===== config.mk =====
export PLATFORM = sky130hd
export DESIGN_NAME = noc_ring_router
export DESIGN_NICKNAME = d
export VERILOG_FILES = /design/src/rtl/noc_pkg.sv /design/src/rtl/noc_fifo.sv /design/src/rtl/noc_ring_router.sv
export SDC_FILE = /design/constraint.sdc
export NUM_CORES = 2
export LEC_CHECK = 0
export BUFFER_PORTS_ARGS = -buffer_cell sky130_fd_sc_hd__buf_2
export CORE_MARGIN = 2
export CORE_UTILIZATION = 44
export CTS_CLUSTER_SIZE = 25
export DETAILED_ROUTE_END_ITERATION = 10
export PLACE_DENSITY_LB_ADDON = 0.2
export REMOVE_ABC_BUFFERS = 1
export SYNTH_ARGS = -nofsm -noshare
export SYNTH_HDL_FRONTEND = slang
export SYNTH_SLANG_ARGS = --single-unit

===== constraint.sdc =====
create_clock -name clk -period 4.45 [get_ports clk]
set_input_delay 0.2225 -clock clk [delete_from_list [all_inputs] [get_ports clk]]
set_output_delay 0.2225 -clock clk [all_outputs]
set_load 0.005 [all_outputs]

===== src/rtl/noc_pkg.sv =====
// Shared definitions for the NoC router: port indices and the routing function.
package noc_pkg;

  typedef logic [1:0] port_t;

  localparam port_t P_E = 2'd0;
  localparam port_t P_W = 2'd1;
  localparam port_t P_L = 2'd2;
  localparam int NPORTS = 3;

  // Output port for a flit headed to node d, seen from node id.
  function automatic port_t route_dir(input int d, input int id, input int nodes, input int ring);
    int dE;
    if (d == id || d >= nodes) return P_L;
    if (ring == 0) return (d > id) ? P_E : P_W;
    dE = (d - id + nodes) % nodes;
    return (dE <= nodes / 2) ? P_E : P_W;
  endfunction

  // Cyclic successor in the E -> W -> L -> E priority order.
  function automatic port_t next_port(input port_t p);
    return (p == P_L) ? P_E : port_t'(p + 2'd1);
  endfunction

endpackage


===== src/rtl/noc_fifo.sv =====
// Input FIFO with a registered head stage: the arbiter only ever sees the
// head register, and the count covers both the storage and the head.
module noc_fifo
  import noc_pkg::*;
#(
  parameter int WIDTH    = 16,
  parameter int DEPTH    = 32,
  parameter int ADDWIDTH = 5
) (
  input  logic             clk,
  input  logic             reset,
  input  logic             write,
  input  logic [WIDTH-1:0] dataIn,
  input  logic             read,
  output logic             headValid,
  output logic [WIDTH-1:0] headData,
  output logic             full,
  output logic             almostFull,
  output logic             drop
);

  localparam logic [ADDWIDTH:0] FULLCNT = (ADDWIDTH + 1)'(DEPTH);
  localparam logic [ADDWIDTH:0] AFCNT   = (ADDWIDTH + 1)'(DEPTH - 2);

  logic [WIDTH-1:0]    mem [DEPTH];
  logic [ADDWIDTH-1:0] wrPtr, rdPtr;
  logic [ADDWIDTH:0]   count, memCount;
  logic                push, pop, loadHead;

  assign push       = write && !full;
  assign pop        = read && headValid;
  assign loadHead   = (memCount != '0) && (!headValid || pop);
  assign full       = (count == FULLCNT);
  assign almostFull = (count >= AFCNT);
  assign drop       = write && full;

  // Storage array; contents need no reset because the pointers gate every read.
  always_ff @(posedge clk) begin
    if (push) mem[wrPtr] <= dataIn;
  end

  // Pointers, occupancy counts and the head register refilled from storage.
  always_ff @(posedge clk or posedge reset) begin
    if (reset) begin
      wrPtr     <= '0;
      rdPtr     <= '0;
      count     <= '0;
      memCount  <= '0;
      headValid <= 1'b0;
      headData  <= '0;
    end else begin
      if (push) wrPtr <= wrPtr + 1'b1;
      if (loadHead) begin
        headData  <= mem[rdPtr];
        rdPtr     <= rdPtr + 1'b1;
        headValid <= 1'b1;
      end else if (pop) begin
        headValid <= 1'b0;
      end
      memCount <= memCount + (ADDWIDTH + 1)'(push) - (ADDWIDTH + 1)'(loadHead);
      count    <= count + (ADDWIDTH + 1)'(push) - (ADDWIDTH + 1)'(pop);
    end
  end

endmodule


===== src/rtl/noc_ring_router.sv =====
// Three-port (E/W/L) chain/ring router: per-input FIFO, per-output round-robin
// arbiter gated by downstream almost-full, and a registered output stage.
module noc_ring_router
  import noc_pkg::*;
#(
  parameter int WIDTH    = 16,
  parameter int DEPTH    = 32,
  parameter int ADDWIDTH = 5,
  parameter int NODES    = 4,
  parameter int IDW      = 2,
  parameter int NODE_ID  = 0,
  parameter int RING     = 0
) (
  input  logic             clk,
  input  logic             reset,
  input  logic             writeE,
  input  logic             writeW,
  input  logic             writeL,
  input  logic [WIDTH-1:0] dataInE,
  input  logic [WIDTH-1:0] dataInW,
  input  logic [WIDTH-1:0] dataInL,
  output logic             fullE,
  output logic             fullW,
  output logic             fullL,
  output logic             almost_fullE,
  output logic             almost_fullW,
  output logic             almost_fullL,
  output logic [WIDTH-1:0] dataOutE,
  output logic [WIDTH-1:0] dataOutW,
  output logic [WIDTH-1:0] dataOutL,
  output logic             writeOutE,
  output logic             writeOutW,
  output logic             writeOutL,
  input  logic             readFullE,
  input  logic             readFullW,
  input  logic             readFullL,
  input  logic             read_almostfullE,
  input  logic             read_almostfullW,
  input  logic             read_almostfullL,
  output logic             drop_err,
  output logic             route_err
);

  logic [2:0]       wrIn, fifoFull, fifoAf, fifoDrop, headValid, pop, badDest;
  logic [2:0]       outBlocked, grantAny, writeOutR;
  logic [WIDTH-1:0] dataInA [3];
  logic [WIDTH-1:0] headData [3];
  logic [WIDTH-1:0] dataOutR [3];
  logic [IDW-1:0]   destId [3];
  port_t            dir [3];
  port_t            grantSrc [3];
  port_t            rrPtr [3];
  port_t            cand;

  assign wrIn       = {writeL, writeW, writeE};
  assign outBlocked = {read_almostfullL, read_almostfullW, read_almostfullE};
  assign dataInA[P_E] = dataInE;
  assign dataInA[P_W] = dataInW;
  assign dataInA[P_L] = dataInL;

  for (genvar i = 0; i < NPORTS; i++) begin : gPort
    noc_fifo #(.WIDTH(WIDTH), .DEPTH(DEPTH), .ADDWIDTH(ADDWIDTH)) uFifo (
      .clk       (clk),
      .reset     (reset),
      .write     (wrIn[i]),
      .dataIn    (dataInA[i]),
      .read      (pop[i]),
      .headValid (headValid[i]),
      .headData  (headData[i]),
      .full      (fifoFull[i]),
      .almostFull(fifoAf[i]),
      .drop      (fifoDrop[i])
    );
    assign destId[i]  = headData[i][WIDTH-1 -: IDW];
    assign dir[i]     = route_dir(int'(destId[i]), NODE_ID, NODES, RING);
    assign badDest[i] = headValid[i] && (int'(destId[i]) >= NODES);
  end

  // Round-robin grant per output, scanning inputs from that output's pointer.
  always_comb begin
    grantAny = '0;
    pop      = '0;
    cand     = P_E;
    for (int o = 0; o < NPORTS; o++) begin
      grantSrc[o] = P_E;
      for (int k = 0; k < NPORTS; k++) begin
        cand = port_t'((int'(rrPtr[o]) + k) % NPORTS);
        if (!grantAny[o] && !outBlocked[o] && headValid[cand] && dir[cand] == port_t'(o)) begin
          grantAny[o] = 1'b1;
          grantSrc[o] = cand;
          pop[cand]   = 1'b1;
        end
      end
    end
  end

  // Output registers and pointer advance; a reset drops everything in flight.
  always_ff @(posedge clk or posedge reset) begin
    if (reset) begin
      writeOutR <= '0;
      for (int o = 0; o < NPORTS; o++) begin
        dataOutR[o] <= '0;
        rrPtr[o]    <= P_E;
      end
    end else begin
      writeOutR <= grantAny;
      for (int o = 0; o < NPORTS; o++) begin
        if (grantAny[o]) begin
          dataOutR[o] <= headData[grantSrc[o]];
          rrPtr[o]    <= next_port(grantSrc[o]);
        end
      end
    end
  end

  // Sticky error flags for dropped writes and out-of-range destinations.
  always_ff @(posedge clk or posedge reset) begin
    if (reset) begin
      drop_err  <= 1'b0;
      route_err <= 1'b0;
    end else begin
      drop_err  <= drop_err | (|fifoDrop);
      route_err <= route_err | (|badDest);
    end
  end

  assign fullE        = fifoFull[P_E];
  assign fullW        = fifoFull[P_W];
  assign fullL        = fifoFull[P_L];
  assign almost_fullE = fifoAf[P_E];
  assign almost_fullW = fifoAf[P_W];
  assign almost_fullL = fifoAf[P_L];
  assign writeOutE    = writeOutR[P_E];
  assign writeOutW    = writeOutR[P_W];
  assign writeOutL    = writeOutR[P_L];
  assign dataOutE     = dataOutR[P_E];
  assign dataOutW     = dataOutR[P_W];
  assign dataOutL     = dataOutR[P_L];

  // The almost-full margin must keep a full downstream FIFO from being written.
  assert property (@(posedge clk) disable iff (reset) !(writeOutE && readFullE));
  assert property (@(posedge clk) disable iff (reset) !(writeOutW && readFullW));
  assert property (@(posedge clk) disable iff (reset) !(writeOutL && readFullL));

endmodule


==> flow_summary.toml <==
[outcome]
outcome = "complete, no violations"

[cts]
cts_tree = "built"
cts_num_sinks = 1692
clock_latency_ps = 820
cts_root_buffer = "clkbuf_16"
clk_path_buf_depth = 3
post_cts_buffers = 0
path_clk_slew_ps = 60
cts_inserted_buffers = 173
htreeDepth = 4

[pwr]
leakage_nw = 25.7
finalPower_mw = 50.9
power_density_nw_per_um2 = 659
vdd_ir_drop_max_v = 0.000412

[setup_path]
cp_data_required_time_ps = 5170
cp.arrival_ps = 4870
end_kind = "register"
critPathLaunchType = "register"
crit_type = "register to register"
cp_max_fo = 14

[timing]
setup_viol = 0
grt_setup_unrepaired = "no"
period_needed_ps = 4150
fmax_mhz = 241
fin_skew_ps = 32.3
hold_ws_ps = 133
fin_ws_ps = 298
period_share_pct = 93.3
tightest_slew_ps = 1290
slew_headroom_pct = 13.7
hold_viol_final = 0
slew_viol_final = 0
fin_tns_setup_ps = 0

[final_layout]
fin_area_um2 = 77200
drive_above_1_share_pct = 28.9
syn_to_final_growth_pct = 14.9
n_fill_cell = 11900
final_util_pct = 50.9
final_cells = 5691
fin_nets = 3657

[hold_path]
hp-class = "primary input to async pin"

[placement]
place_congestion = 0.811
dp.final_hpwl_mm = 95.5
place_area_um2 = 70900
portBuffers = 95
dp_cells = 5317
dp_worst_setup_slack_ps = 422

[synth]
synthTopCellsByArea = "edfxtp_1, mux4_2, dfrtp_1"
synth_edf_count = 1536
synth_top_area_share_pct = 68.7
yosysTopAreaCell = "edfxtp_1"
synthCells = 3193
ys_seq_elements = 1692
ys_async_sr_fraction_pct = 9.22
synth_ff_type = "edfxtp_1"
yosys_warnings = 0
avgSynthCellArea_um2 = 21.0
yosysSeqAreaShare_pct = 74.5
synth_cell_type_count = 71
syn_area_um2 = 67200

[floorplanning]
design.portCount = 118
core_area_um2 = 152000
initial_core_util_pct = 44.3
die_h_um = 395
die_w_um = 395
dieArea_um2 = 156000
rows = 143

[global_route]
grt_pass1_vias = 33900
antenna_found_initial = 5
grt_max_degree = 122
overflow = 0
grt_pass1_wl_mm = 229
track_usage_pct = 20.1

[detailed_routing]
ant_nets = 0
routed_via_density = 5.70
dr.pass1.iters = 6
drt_iter0_drc = 3073
vias = 32400
drc_errors = 0
drt_wl_total_mm = 155
wire_per_inst_um = 27.3

[run]
cap_violations = 0
## cells by family after synthesis
family	after synthesis	share of synthesized area (%)
fa+ha+maj	86	1.66
other cells	1	0.00558
compound gates	223	2.18
mux	565	17.2
simple gates	305	2.18
buf+inv	276	1.76
xor+xnor	45	0.587
flops	1692	74.5
## registers in the layout, summed over array words and instances, names as in the netlist
register and flops:
gPort.uFifo.mem 1536, gPort.uFifo.headData 48, gPort.uFifo.count 18, gPort.uFifo.memCount 18, dataOutE 16, dataOutL 16, gPort.uFifo.rdPtr 15, gPort.uFifo.wrPtr 15
rrPtr 4, gPort.uFifo.headValid 3, writeOutR 2, drop_err 1
## synth_stat cells, types with 27 or more instances
library cell and n:
edfxtp_1 1536, mux4_2 464, dfrtp_1 156, nor2_1 135, clkbuf_1 95, inv_1 91
ha_1 77, a21oi_1 73, nand2_1 73, mux2i_1 65, a22oi_1 48, o21ai_0 38
buf_2 36, buf_1 30, xnor2_1 27
## metal layers
metal	global-route usage [%]	share of wire, %
met3	4.37	6.8
met4	5.42	2.3
met5	0	0.017
met1	27.2	41
met2	33.0	49
## final timing paths
| path | endpoint | start | slack, ps | depth (start not counted) |
|---|---|---|---|---|
| setup / recovery | gPort[0].uFifo.memCount[5] | rrPtr[5] | 300 | 17 |
| setup reg to reg | gPort[0].uFifo.memCount[5] | rrPtr[5] | 300 | 17 |
| min in group clk | gPort[0].uFifo.wrPtr[0] | writeE | 160 | 4 |
| hold / removal | gPort[0].uFifo.memCount[5] | reset | 130 | 3 |
| max in group asynchronous | gPort[2].uFifo.rdPtr[1] | reset | 3150 | 4 |
| hold reg to reg | dataOutL[14] | dataOutL[14] | 480 | 1 |
## power breakdown
| part | internal, mW | switching, mW | leakage (nW) |
|---|---|---|---|
| Combinational | 7.44 | 8.29 | 7.24 |
| Clock | 8.47 | 6.07 | 2.80 |
| Sequential | 19.0 | 1.63 | 15.7 |
| Total | 34.9 | 16.0 | 25.7 |
## repair_timing
action                                 in CTS  in global routing
hold buffers                               53                  0
resized for setup                           0                  0
endpoints found under the hold margin    1634                  0
## critical path: stages (launching register included)
cell	delay, ps
dfrtp_1	400
inv_1	100
ha_1	480
inv_1	260
a221oi_1	450
a22oi_1	210
nor3b_1	460
nor4_4	100
a21o_1	220
inv_1	60
ha_1	140
inv_1	70
ha_1	280
a21o_1	160
a21oi_1	240
o21bai_1	90
a21oi_1	200
xor2_1	160
## placed cells by master (no fill, tap or decap), types with 48 or more instances in the layout
cell type and count:
a21oi_1 73, a22oi_1 48, buf_2 95, buf_4 157
clkbuf_16 175, dfrtp_1 147, dlygate4sd3_1 53, edfxtp_1 1536
ha_1 77, inv_1 90, mux2i_1 65, mux4_2 464
nand2_1 73, nor2_1 114
## area by class of cell
class	count	area [um^2]	share of cell area, %
diodes	1	2.50	0.00324
clock buffers	224	4670	6.05
clock inverters	96	1090	1.42
inverters	91	349	0.452
multi-input cells	1242	16100	20.9
flip-flops and latches	1692	50100	64.8
well taps	2030	2540	3.29
repair buffers	315	2380	3.09
Note: power is estimated with default switching activity, not from simulation.
